===== config.mk =====
export PLATFORM = sky130hd
export DESIGN_NAME = seg7_scan_decoder_flat
export DESIGN_NICKNAME = d
export VERILOG_FILES = /design/src/rtl/seg7_scan_if.sv /design/src/rtl/seg7_scan_decoder.sv /design/src/flat_wrapper.sv
export SDC_FILE = /design/constraint.sdc
export NUM_CORES = 1
export LEC_CHECK = 0
export ABC_CLOCK_PERIOD_IN_PS = 4700
export CORE_UTILIZATION = 55
export CTS_CLUSTER_SIZE = 30
export DETAILED_ROUTE_END_ITERATION = 10
export PLACE_DENSITY_LB_ADDON = 0.15
export SKIP_CTS_REPAIR_TIMING = 1
export SYNTH_ARGS = -nofsm -noshare
export SYNTH_HDL_FRONTEND = slang
export SYNTH_SLANG_ARGS = --single-unit
export TNS_END_PERCENT = 10

===== constraint.sdc =====
create_clock -name clk -period 4.7 [get_ports clk]
set_input_delay 0.47 -clock clk [delete_from_list [all_inputs] [get_ports clk]]
set_output_delay 0.47 -clock clk [all_outputs]
set_load 0.05 [all_outputs]

===== src/rtl/seg7_scan_if.sv =====
// Bus between a multiplexed 7-segment display driver and its readback decoder.
// Signalling: there is no valid/ready handshake. The driver side (master) presents
// seg/an every cycle and the monitor samples them unconditionally. The decoder
// (slave) raises frame_valid for exactly one cycle when digits/digit_err change.
// There is no backpressure, so a consumer must take the frame in that cycle.
interface seg7_scan_if #(
  parameter int NUM_DIGITS = 4
);
  logic                    En;
  logic [6:0]              seg;
  logic [NUM_DIGITS-1:0]   an;
  logic [4*NUM_DIGITS-1:0] digits;
  logic [NUM_DIGITS-1:0]   digit_err;
  logic                    frame_valid;

  modport master (
    output En, seg, an,
    input  digits, digit_err, frame_valid
  );

  modport slave (
    input  En, seg, an,
    output digits, digit_err, frame_valid
  );
endinterface


===== src/rtl/seg7_scan_decoder.sv =====
// Recovers the hex value shown on each digit of a time-multiplexed 7-segment bus.
// A digit is captured once its segment/anode sample has been stable for
// STABLE_CYCLES. A frame is published once every digit has been captured.
module seg7_scan_decoder #(
  parameter int NUM_DIGITS    = 4,
  parameter int STABLE_CYCLES = 4
) (
  input logic        clk,
  input logic        rst_n,
  seg7_scan_if.slave bus
);
  localparam int            CW      = $clog2(STABLE_CYCLES + 1);
  localparam int            IW      = $clog2(NUM_DIGITS);
  localparam logic [CW-1:0] CNT_MAX = CW'(STABLE_CYCLES);

  logic [6:0]              seg_q, seg_p;
  logic [NUM_DIGITS-1:0]   an_q, an_p;
  logic [CW-1:0]           cnt, cnt_next;
  logic                    armed;
  logic                    sel_valid;
  logic [IW-1:0]           sel_idx;
  logic                    same;
  logic                    capture;
  logic [4:0]              dec;
  logic [NUM_DIGITS-1:0]   seen;
  logic                    seen_full;
  logic [4*NUM_DIGITS-1:0] shadow_val, digits_q;
  logic [NUM_DIGITS-1:0]   shadow_err, err_q;
  logic                    fv_q;

  // Returns {err, value}; err set for any pattern outside the hex glyph set.
  function automatic logic [4:0] decode_seg(input logic [6:0] s);
    case (s)
      7'h3F:   decode_seg = 5'h00;
      7'h06:   decode_seg = 5'h01;
      7'h5B:   decode_seg = 5'h02;
      7'h4F:   decode_seg = 5'h03;
      7'h66:   decode_seg = 5'h04;
      7'h6D:   decode_seg = 5'h05;
      7'h7D:   decode_seg = 5'h06;
      7'h07:   decode_seg = 5'h07;
      7'h7F:   decode_seg = 5'h08;
      7'h6F:   decode_seg = 5'h09;
      7'h77:   decode_seg = 5'h0A;
      7'h7C:   decode_seg = 5'h0B;
      7'h39:   decode_seg = 5'h0C;
      7'h5E:   decode_seg = 5'h0D;
      7'h79:   decode_seg = 5'h0E;
      7'h71:   decode_seg = 5'h0F;
      default: decode_seg = 5'h10;
    endcase
  endfunction

  // Slot index of the low anode bit; only meaningful when exactly one is low.
  always_comb begin
    sel_idx = '0;
    for (int i = 0; i < NUM_DIGITS; i++) begin
      if (!an_q[i]) sel_idx = IW'(i);
    end
  end

  assign sel_valid = $onehot(~an_q);
  assign same      = (seg_q == seg_p) && (an_q == an_p);
  assign dec       = decode_seg(seg_q);
  assign seen_full = &seen;

  // Next stability count: zero on a bad select, restart on change, else saturate.
  always_comb begin
    if (!sel_valid)          cnt_next = '0;
    else if (!same)          cnt_next = CW'(1);
    else if (cnt == CNT_MAX) cnt_next = CNT_MAX;
    else                     cnt_next = cnt + CW'(1);
  end

  // One capture per stable episode: fires on the edge the count reaches the limit.
  assign capture = bus.En && armed && (cnt_next == CNT_MAX);

  // Input sampling, previous-sample history, stability counter and re-arm flag.
  always_ff @(posedge clk or negedge rst_n) begin
    if (!rst_n) begin
      seg_q <= '0;
      seg_p <= '0;
      an_q  <= '0;
      an_p  <= '0;
      cnt   <= '0;
      armed <= 1'b1;
    end else begin
      seg_q <= bus.seg;
      an_q  <= bus.an;
      seg_p <= seg_q;
      an_p  <= an_q;
      cnt   <= cnt_next;
      if (!bus.En || !same) armed <= 1'b1;
      else if (capture)     armed <= 1'b0;
    end
  end

  // Shadow capture, seen tracking and frame commit. A capture on the commit
  // edge lands in the freshly cleared seen mask, so it counts for the next frame.
  always_ff @(posedge clk or negedge rst_n) begin
    if (!rst_n) begin
      seen       <= '0;
      shadow_val <= '0;
      shadow_err <= '0;
      digits_q   <= '0;
      err_q      <= '0;
      fv_q       <= 1'b0;
    end else begin
      fv_q <= 1'b0;
      if (!bus.En) begin
        seen <= '0;
      end else begin
        if (seen_full) begin
          digits_q <= shadow_val;
          err_q    <= shadow_err;
          fv_q     <= 1'b1;
        end
        seen <= (seen_full ? '0 : seen) | (capture ? ~an_q : '0);
        for (int i = 0; i < NUM_DIGITS; i++) begin
          if (capture && (sel_idx == IW'(i))) begin
            shadow_val[4*i +: 4] <= dec[3:0];
            shadow_err[i]        <= dec[4];
          end
        end
      end
    end
  end

  assign bus.digits      = digits_q;
  assign bus.digit_err   = err_q;
  assign bus.frame_valid = fv_q;
endmodule


===== src/flat_wrapper.sv =====
// flat-port wrapper written by rule: the top's interface ports become plain ports
module seg7_scan_decoder_flat 
#(
  parameter int NUM_DIGITS    = 4,
  parameter int STABLE_CYCLES = 4
)
  (clk, rst_n, bus_En, bus_seg, bus_an, bus_digits, bus_digit_err, bus_frame_valid);
  seg7_scan_if #(.NUM_DIGITS(NUM_DIGITS)) bus_i ();
  input logic clk;
  input logic rst_n;
  input wire logic [$bits(bus_i.En)-1:0] bus_En;
  input wire logic [$bits(bus_i.seg)-1:0] bus_seg;
  input wire logic [$bits(bus_i.an)-1:0] bus_an;
  output wire logic [$bits(bus_i.digits)-1:0] bus_digits;
  output wire logic [$bits(bus_i.digit_err)-1:0] bus_digit_err;
  output wire logic [$bits(bus_i.frame_valid)-1:0] bus_frame_valid;
  assign bus_i.En = bus_En;
  assign bus_i.seg = bus_seg;
  assign bus_i.an = bus_an;
  assign bus_digits = bus_i.digits;
  assign bus_digit_err = bus_i.digit_err;
  assign bus_frame_valid = bus_i.frame_valid;
  seg7_scan_decoder #(.NUM_DIGITS(NUM_DIGITS), .STABLE_CYCLES(STABLE_CYCLES)) u_core (.clk(clk), .rst_n(rst_n), .bus(bus_i));
endmodule

# [After elaboration in Yosys (flattened, before gate mapping)]
# Cells that the tools add are included.
[totals] ff_bits=71 inputBits=14 output_inout_bits=21 elab_cells=80
[op_classes] n_addsub=4 eq_ne=24 n_mux=14 n_bitwise=2 reduce_logical=18
[op_table] op="7-bit equality test, second input constant" n=12
[op_table] op="5-bit one-hot mux with 16 select lines" n=1
[op_table] op="7-bit by 3-bit equality test with 1-bit output, second input constant" n=2
[op_table] op="7-bit by 6-bit equality test with 1-bit output, second input constant" n=2
[op_table] op="4-bit 2-to-1 mux" n=3
[op_table] op="3-bit 2-to-1 mux" n=3
[op_table] op="2-bit AND reduction" n=4
[op_table] op="7-bit equality test" n=1
[op_table] op="1-bit logical AND" n=7
[op_table] op="3-bit equality test, second input constant" n=2
[op_table] op="1-bit 2-to-1 mux" n=5
[op_table] op="5-bit AND reduction" n=1
[op_table] op="1-bit by 1-bit adder with 2-bit output" n=2
[op_table] op="2-bit equality test, second input constant" n=2
[op_table] op="4-bit equality test" n=1
[op_table] op="2-bit 2-to-1 mux" n=2
[op_table] op="4-bit inverter" n=1
[op_table] op="4-bit bitwise OR" n=1
[op_table] op="4-bit AND reduction" n=1
[op_table] op="3-bit by 1-bit adder with 3-bit output, second input constant" n=1
[op_table] op="3-bit adder" n=1
[op_table] op="3-bit by 1-bit equality test with 1-bit output, second input constant" n=1
[op_table] op="2-bit by 1-bit equality test with 1-bit output, second input constant" n=1
[op_table] op="1-bit logical NOT" n=2
[op_table] op="other kinds (3)" n=3

# [Logic depth before layout (Yosys ltp)]
# Gate-level depths: netlist of run 1.
[logic_depth] word_depth=10 depth_mapped=10

# [Worst setup path before layout of run 1]
# Ideal clock, no wire load.
[synth_timing] kind="flip-flop to flip-flop" start="reg u_core.an_q[2]" end="reg u_core.shadow_val[11]" setup_ns=0.128 arrival_time_ns=2.841 required_ns=4.572 setup_slack_ns=1.731 path_stages_with_launch=11 path_buffers=1 cell_sequence="dfrtp_1 -> inv_1 -> ha_1 -> ha_1 -> fa_1 -> or3b_4 -> a2111oi_4 -> and3_4 -> and4b_1 -> buf_4 -> mux2_1"
[synth_via] elab_chain_len=9
[synth_rtl] item="start: declaration" line="seg7_scan_decoder.sv:17" rtl="logic [NUM_DIGITS-1:0] an_q, an_p;"
[synth_rtl] item="start signal: assignment" line="seg7_scan_decoder.sv:89" rtl="an_q <= bus.an;"
[synth_rtl] item="4-bit inverter" line="seg7_scan_decoder.sv:62" rtl="assign sel_valid = $onehot(~an_q);"
[synth_rtl] item="1-bit by 1-bit adder with 2-bit output (implied by the code)" line="seg7_scan_decoder.sv:62"
[synth_rtl] item="3-bit adder (implied by the code)" line="seg7_scan_decoder.sv:62"
[synth_rtl] item="3-bit by 1-bit equality test with 1-bit output" line="seg7_scan_decoder.sv:62"
[synth_rtl] item="3-bit 2-to-1 mux" line="seg7_scan_decoder.sv:69" rtl="if (!sel_valid) cnt_next = '0;"
[synth_rtl] item="3-bit equality test" line="seg7_scan_decoder.sv:76" rtl="assign capture = bus.En && armed && (cnt_next == CNT_MAX);"
[synth_rtl] item="1-bit logical AND" line="seg7_scan_decoder.sv:76"
[synth_rtl] item="1-bit logical AND (*)" line="seg7_scan_decoder.sv:120" rtl="if (capture && (sel_idx == IW'(i))) begin"
[synth_rtl] item="2-bit AND reduction (no line) (*)"
[synth_rtl] item="end signal: indexed assignment" line="seg7_scan_decoder.sv:121" rtl="shadow_val[4*i +: 4] <= dec[3:0];"
[synth_rtl] item="end: declaration" line="seg7_scan_decoder.sv:27" rtl="logic [4*NUM_DIGITS-1:0] shadow_val, digits_q;"
# Mark *: on every way between the ends. The rest lies on a longest branch, timed or not.
# A chain may end at the register's enable or synchronous reset.

# [Worst setup path in the final report of run 1]
[layout_timing] start="reg u_core.an_q[2]" end="reg u_core.shadow_err[3]"
[layout_via] elab_chain_len=9
[layout_rtl] item="4-bit inverter" line="seg7_scan_decoder.sv:62"
[layout_rtl] item="1-bit by 1-bit adder with 2-bit output (implied by the code)" line="seg7_scan_decoder.sv:62"
[layout_rtl] item="3-bit adder (implied by the code)" line="seg7_scan_decoder.sv:62"
[layout_rtl] item="3-bit by 1-bit equality test with 1-bit output" line="seg7_scan_decoder.sv:62"
[layout_rtl] item="3-bit 2-to-1 mux" line="seg7_scan_decoder.sv:69"
[layout_rtl] item="3-bit equality test" line="seg7_scan_decoder.sv:76"
[layout_rtl] item="1-bit logical AND" line="seg7_scan_decoder.sv:76"
[layout_rtl] item="1-bit logical AND (*)" line="seg7_scan_decoder.sv:120"
[layout_rtl] item="2-bit AND reduction (no line) (*)"
[layout_rtl] item="end signal: indexed assignment" line="seg7_scan_decoder.sv:122" rtl="shadow_err[i] <= dec[4];"
[layout_rtl] item="end: declaration" line="seg7_scan_decoder.sv:28" rtl="logic [NUM_DIGITS-1:0] shadow_err, err_q;"
# Marked as above.

==> results.sh, run 1 <==
export IMPL_synthToLayoutAreaGrowth_pct=19.6
export IMPL_nNetsFinal=286
export IMPL_num_antenna_cells=0
export IMPL_clock_latency_ns=0.34
export IMPL_fin_hold_ws_ns=0.311
export IMPL_cts_root_buf="clkbuf_8"
export IMPL_startpoint_type="flip-flop"
export IMPL_synthFlopType="dfrtp_1"
export IMPL_post_drt_via_cell_ratio=5.43
export IMPL_outcome="completed"
export IMPL_peakVddDrop_mv=0.312
export IMPL_seqPwrFrac_pct=51.3
export IMPL_drc=0
export IMPL_rows=26
export IMPL_path_clk_slew_ns=0.07
export IMPL_dp_hpwl_um=3380
export IMPL_syn_avg_cell_area_um2=13.3
export IMPL_final_hold_violation_count=0
export IMPL_die_h_um=76.6
export IMPL_grt_pass1_vias=1849
export IMPL_synth_fa_ha_area_share_pct=3.10
export IMPL_drt_total_wl_um=4950
export IMPL_syn_num_nets=251
export IMPL_rr_worst_depth=9
export IMPL_leakagePower_nw=1.75
export IMPL_ff_latch_area_um2=1780
export IMPL_clock_fmax_mhz=318
export IMPL_critPathArrivalTime_ns=3.37
export IMPL_yosysWarningCount=0
export IMPL_cts_num_sinks=71
export IMPL_rsz0062_at_grt="no"
export IMPL_multi_input_area_um2=1190
export IMPL_syn_inst=230
export IMPL_yosys_area_top_type_share_pct=57.2
export IMPL_dieWidth_um=76.6
export IMPL_core_area_um2=5240
export IMPL_fin_crit_ns=3.15
export IMPL_yosys_top_cells_area="dfrtp_1 57%, mux2_2 11%, mux2_1 3.7%"
export IMPL_synthXorXnorAreaFrac_pct=3.72
export IMPL_dp_cells=324
export IMPL_slew_violations=0
export IMPL_p_int_mw=0.970
export IMPL_antenna_found_initial=0
export IMPL_numCtsBuffers=9
export IMPL_clockBufferDepth=2
export IMPL_critical_path_required_ns=4.92
export IMPL_ys_ff_latch=71
export IMPL_clock_skew_ns=0.00619
export IMPL_hold_path_class="input pin to async pin"
export IMPL_synth_edf_count=0
export IMPL_cap_violations=0
export IMPL_synthArstFlopShare_pct=100
export IMPL_critPathMaxFanout=5
export IMPL_io_buffers=34
export IMPL_critPathCaptureType="flip-flop"
export IMPL_tns_ns=0
export IMPL_ioPinCount=35
export IMPL_vias=1845
export IMPL_synth_top_cell_by_area="dfrtp_1"
export IMPL_gr_total_overflow=0
export IMPL_p_sw_share_pct=22.2
export IMPL_setup_violations=0
export IMPL_power_switching_mw=0.278
export IMPL_h_tree_depth=3
export IMPL_combPwrFrac_pct=5.8
export IMPL_antenna_left=0
export IMPL_critPathKind="flip-flop to flip-flop"
export IMPL_synth_mux_area_share_pct=14.7
export IMPL_ys_seq_area_share_pct=58.0
export IMPL_dieArea_um2=5870
export IMPL_grt_pass1_wl_um=8650
export IMPL_yosys_area_share_simple_pct=11.5
export IMPL_synthDistinctLibCells=49
export IMPL_relSlewSlack_pct=42.4
export IMPL_synth_compound_area_share_pct=5.92
export IMPL_final_layout_size_suffix_gt1_share_pct=20.4
export IMPL_gp_congestion=0.895
export IMPL_drt_iter0_drc=136
export IMPL_cts_tree="built"
export IMPL_post_drt_wl_per_cell_um=14.5
export IMPL_grtUsageTotal_pct=19.6
export IMPL_syn_area_um2=3060
export IMPL_pwr_share_clk_pct=42.8
export IMPL_start_util_pct=58.5
export IMPL_synth_top_family_by_area="multiplexers"
export IMPL_finalCritPeriodShare_pct=67.0
export IMPL_power_per_cell_area_nw_per_um2=341
export IMPL_fin_cells=340
export IMPL_first_pass_iters=4
export IMPL_grt_max_degree=72
export IMPL_worst_slew_pin_slew_ns=0.864
export IMPL_num_fill_cells=367
## logic make-up (layout without fill, tap and decap cells)
family / Yosys count / after routing
xor+xnor: 13 / 13
simple gates: 54 / 54
flops: 71 / 71
fa+ha+maj: 7 / 7
mux: 40 / 40
compound gates: 24 / 24
buf+inv: 21 / 61
## flip-flops by register name, indices dropped and copies added (netlist names), 4 cells and up
signal / count
u_core.shadow_val: 16
u_core.bus.digit_err: 4
u_core.seen: 4
u_core.an_q: 4
u_core.shadow_err: 4
u_core.seg_p: 7
u_core.seg_q: 7
u_core.an_p: 4
u_core.bus.digits: 16
## Yosys cell counts, types with 2 or more instances
cell type / instances
nor2_1: 4
o21ai_0: 6
dfrtp_1: 70
nor4b_1: 2
and3_1: 2
mux2_2: 30
nand4_1: 5
inv_1: 10
o31ai_1: 2
o2111ai_1: 2
and4b_1: 2
nand4_2: 2
clkbuf_1: 4
a21oi_1: 5
nand3_1: 7
and3b_1: 2
buf_4: 2
xnor2_1: 12
buf_2: 4
nand2b_1: 3
mux2_1: 10
ha_1: 6
nand2_1: 12
## layer usage
| layer | up-vias | share of wire [%] | GRT usage [%] |
|---|---|---|---|
| met4 | 0 | 1.9 | 11.5 |
| li1 | 893 | - | - |
| met2 | 37 | 47 | 28.7 |
| met3 | 7 | 3.3 | 5.03 |
| met1 | 908 | 48 | 26.4 |
| met5 | - | 0 | 0 |
## critical path, cell delays in order (launching register included)
cell	delay, ns
dfrtp_1	0.41
inv_1	0.07
ha_1	0.30
ha_1	0.21
fa_1	0.45
or3b_4	0.43
a2111oi_4	0.22
and3_4	0.26
and4b_1	0.33
mux2_1	0.35
## metrics by stage
step / cell area (µm²) / power, mW / setup WS [ns] / util (%)
after floorplan: 3060 / 0.693 / 1.73 / -
after global placement: 3440 / 0.725 / 1.62 / 65.7
after detailed placement: 3440 / 0.726 / 1.54 / 65.7
after CTS: 3660 / 1.26 / 1.54 / 69.9
after global routing: 3660 / 1.30 / 1.42 / 69.9
final: 3660 / 1.25 / 1.55 / 69.9
## cell type report
class,instances,share of cell area (%)
clock buffers,11,3.86
clock inverters,5,2.22
inverters,10,1.02
flip-flops and latches,71,48.5
well taps,70,2.39
repair buffers,35,9.36
multi-input cells,138,32.6
## power by group through the flow
stage	combinational, mW	sequential (mW)	clock (mW)
2_1_floorplan	0.0509	0.642	0
3_3_place_gp	0.0733	0.652	0
3_5_place_dp	0.0740	0.652	0
4_1_cts	0.0745	0.640	0.548
5_1_grt	0.0827	0.643	0.578
6_report	0.0730	0.641	0.534
## cells in the final DEF, fill, tap and decap left out, types with 3 or more instances in the layout
master	n
dfrtp_1	70
clkdlybuf4s50_1	33
mux2_2	30
xnor2_1	12
nand2_1	12
inv_1	10
mux2_1	10
clkbuf_8	10
nand3_1	7
o21ai_0	6
ha_1	6
nand4_1	5
a21oi_1	5
nor2_1	4
nand2b_1	3
## worst paths after layout
check,endpoint,from,slack (ns)
worst max register to register,u_core.shadow_err[3],u_core.an_q[2],1.55
max in group asynchronous,u_core.shadow_val[1],rst_n,3.81
worst min register to register,u_core.an_p[0],u_core.an_q[0],0.44
worst max-delay path,u_core.shadow_err[3],u_core.an_q[2],1.55
min in group clk,u_core.an_p[0],u_core.an_q[0],0.44
worst min-delay path,u_core.seen[1],rst_n,0.31
Note: power is estimated with default switching activity, not from simulation.
==> run 2, diff against run 1 <==
ABC_CLOCK_PERIOD_IN_PS = 3000   (was 4700)
clock period = 3 ns   (was 4.7 ns; I/O delays follow)
==> results.sh, run 2 (same netlist as run 1, synthesis figures left out) <==
export IMPL_outcome="finished with violations"
export IMPL_violations="setup timing"
export IMPL_relSlewSlack_pct=24.9
export IMPL_final_layout_size_suffix_gt1_share_pct=25.7
export IMPL_h_tree_depth=3
export IMPL_startpoint_type="flip-flop"
export IMPL_dieArea_um2=5870
export IMPL_grt_pass1_vias=1967
export IMPL_critical_path_required_ns=3.22
export IMPL_post_drt_via_cell_ratio=5.54
export IMPL_cts_tree="built"
export IMPL_rr_worst_depth=9
export IMPL_peakVddDrop_mv=0.424
export IMPL_antenna_left=0
export IMPL_leakagePower_nw=1.78
export IMPL_r2r_end="u_core.shadow_val[11]"
export IMPL_rsz0062_at_grt="yes"
export IMPL_ioPinCount=35
export IMPL_first_pass_iters=4
export IMPL_dp_hpwl_um=3580
export IMPL_busiest_layer="met2"
export IMPL_rows=26
export IMPL_dieWidth_um=76.6
export IMPL_timing_final_ws_setup_ns=-0.0886
export IMPL_final_hold_violation_count=0
export IMPL_critPathKind="flip-flop to flip-flop"
export IMPL_fin_hold_ws_ns=0.180
export IMPL_grtUsageTotal_pct=21.0
export IMPL_antenna_found_initial=0
export IMPL_grt_use_met1_pct=28.9
export IMPL_clockBufferDepth=2
export IMPL_gp_congestion=0.887
export IMPL_cap_violations=0
export IMPL_clock_latency_ns=0.34
export IMPL_numCtsBuffers=9
export IMPL_synthToLayoutAreaGrowth_pct=22.8
export IMPL_finalCritPeriodShare_pct=103
export IMPL_num_fill_cells=371
export IMPL_path_clk_slew_ns=0.07
export IMPL_fin_crit_ns=3.09
export IMPL_drt_iter0_drc=99
export IMPL_drt_total_wl_um=5540
export IMPL_tns_ns=-0.782
export IMPL_grt_pass1_wl_um=9380
export IMPL_clock_skew_ns=0.00421
export IMPL_worst_slew_pin_slew_ns=1.13
export IMPL_die_h_um=76.6
export IMPL_met3_usage_pct=4.19
export IMPL_gr_total_overflow=0
export IMPL_start_util_pct=58.5
export IMPL_drc=0
export IMPL_num_antenna_cells=0
export IMPL_core_area_um2=5240
export IMPL_fin_cells=346
export IMPL_cts_num_sinks=71
export IMPL_io_buffers=34
export IMPL_final_common_cell="dfrtp_1"
export IMPL_critPathCaptureType="flip-flop"
export IMPL_nNetsFinal=292
export IMPL_slew_violations=0
export IMPL_critPathMaxFanout=5
export IMPL_power_per_cell_area_nw_per_um2=533
export IMPL_final_cell_mix="70 x dfrtp_1, 33 x clkdlybuf4s50_1, 30 x mux2_2"
export IMPL_dp_slack_ns=-0.115
export IMPL_met2_usage_pct=31.0
export IMPL_setup_violations=15
export IMPL_hold_path_class="input pin to async pin"
export IMPL_vias=1917
export IMPL_post_drt_wl_per_cell_um=16.0
export IMPL_reg2reg_from="u_core.an_q[0]"
export IMPL_dp_cells=329
export IMPL_final_util_pct=71.8
export IMPL_cts_root_buf="clkbuf_8"
export IMPL_reg2reg_slack_ns=-0.09
export IMPL_clock_fmax_mhz=324
export IMPL_grt_max_degree=53
export IMPL_critPathArrivalTime_ns=3.31
==> run 2: cell type report <==
type / instances / area, µm² / share of cell area (%)
clock buffer: 11 / 151 / 4.03
clock inverter: 5 / 80.1 / 2.13
inverter: 10 / 37.5 / 0.998
multi-input combinational: 138 / 1240 / 32.9
sequential: 71 / 1780 / 47.3
tap: 70 / 87.6 / 2.33
timing repair buffer: 41 / 388 / 10.3
==> run 2: how the worst max path moves through the flow <==
stage                     depth (start not counted)               endpoint  slack [ns]            from
final                                             9  u_core.shadow_val[11]       -0.09  u_core.an_q[0]
after global routing                              9  u_core.shadow_val[11]       -0.14  u_core.an_q[2]
after CTS                                         9  u_core.shadow_val[11]       -0.17  u_core.an_q[0]
after detailed placement                          9  u_core.shadow_val[11]       -0.11  u_core.an_q[0]
after global placement                            9  u_core.shadow_val[10]       -0.03  u_core.an_q[0]
after floorplan                                  10  u_core.shadow_val[11]        0.03  u_core.an_q[2]
==> run 2: critical path, stage by stage, from the launching register on <==
cell and delay, ns:
dfrtp_1 0.42, inv_2 0.09, ha_4 0.20, ha_4 0.16, fa_1 0.49, or3b_4 0.45, a2111oi_4 0.23, and3_4 0.26
and4b_2 0.32, mux2_1 0.35
==> run 2: report_power, final <==
| group | switching, mW | total (mW) | internal, mW |
|---|---|---|---|
| clock network | 0.351 | 0.863 | 0.512 |
| registers | 0.0278 | 1.00 | 0.974 |
| logic | 0.0743 | 0.141 | 0.0670 |
==> run 2: through the flow <==
step	power, mW	instance area (µm²)
global route	2.09	3760
floorplan	1.09	3060
CTS	2.00	3710
detailed placement	1.14	3480
finish	2.01	3760
global placement	1.14	3480
==> run 2: routing by layer <==
metal	wire length (µm)	vias up
li1	-	897
met1	2500	966
met2	2700	40
met3	206	14
met4	136	0
met5	0	-
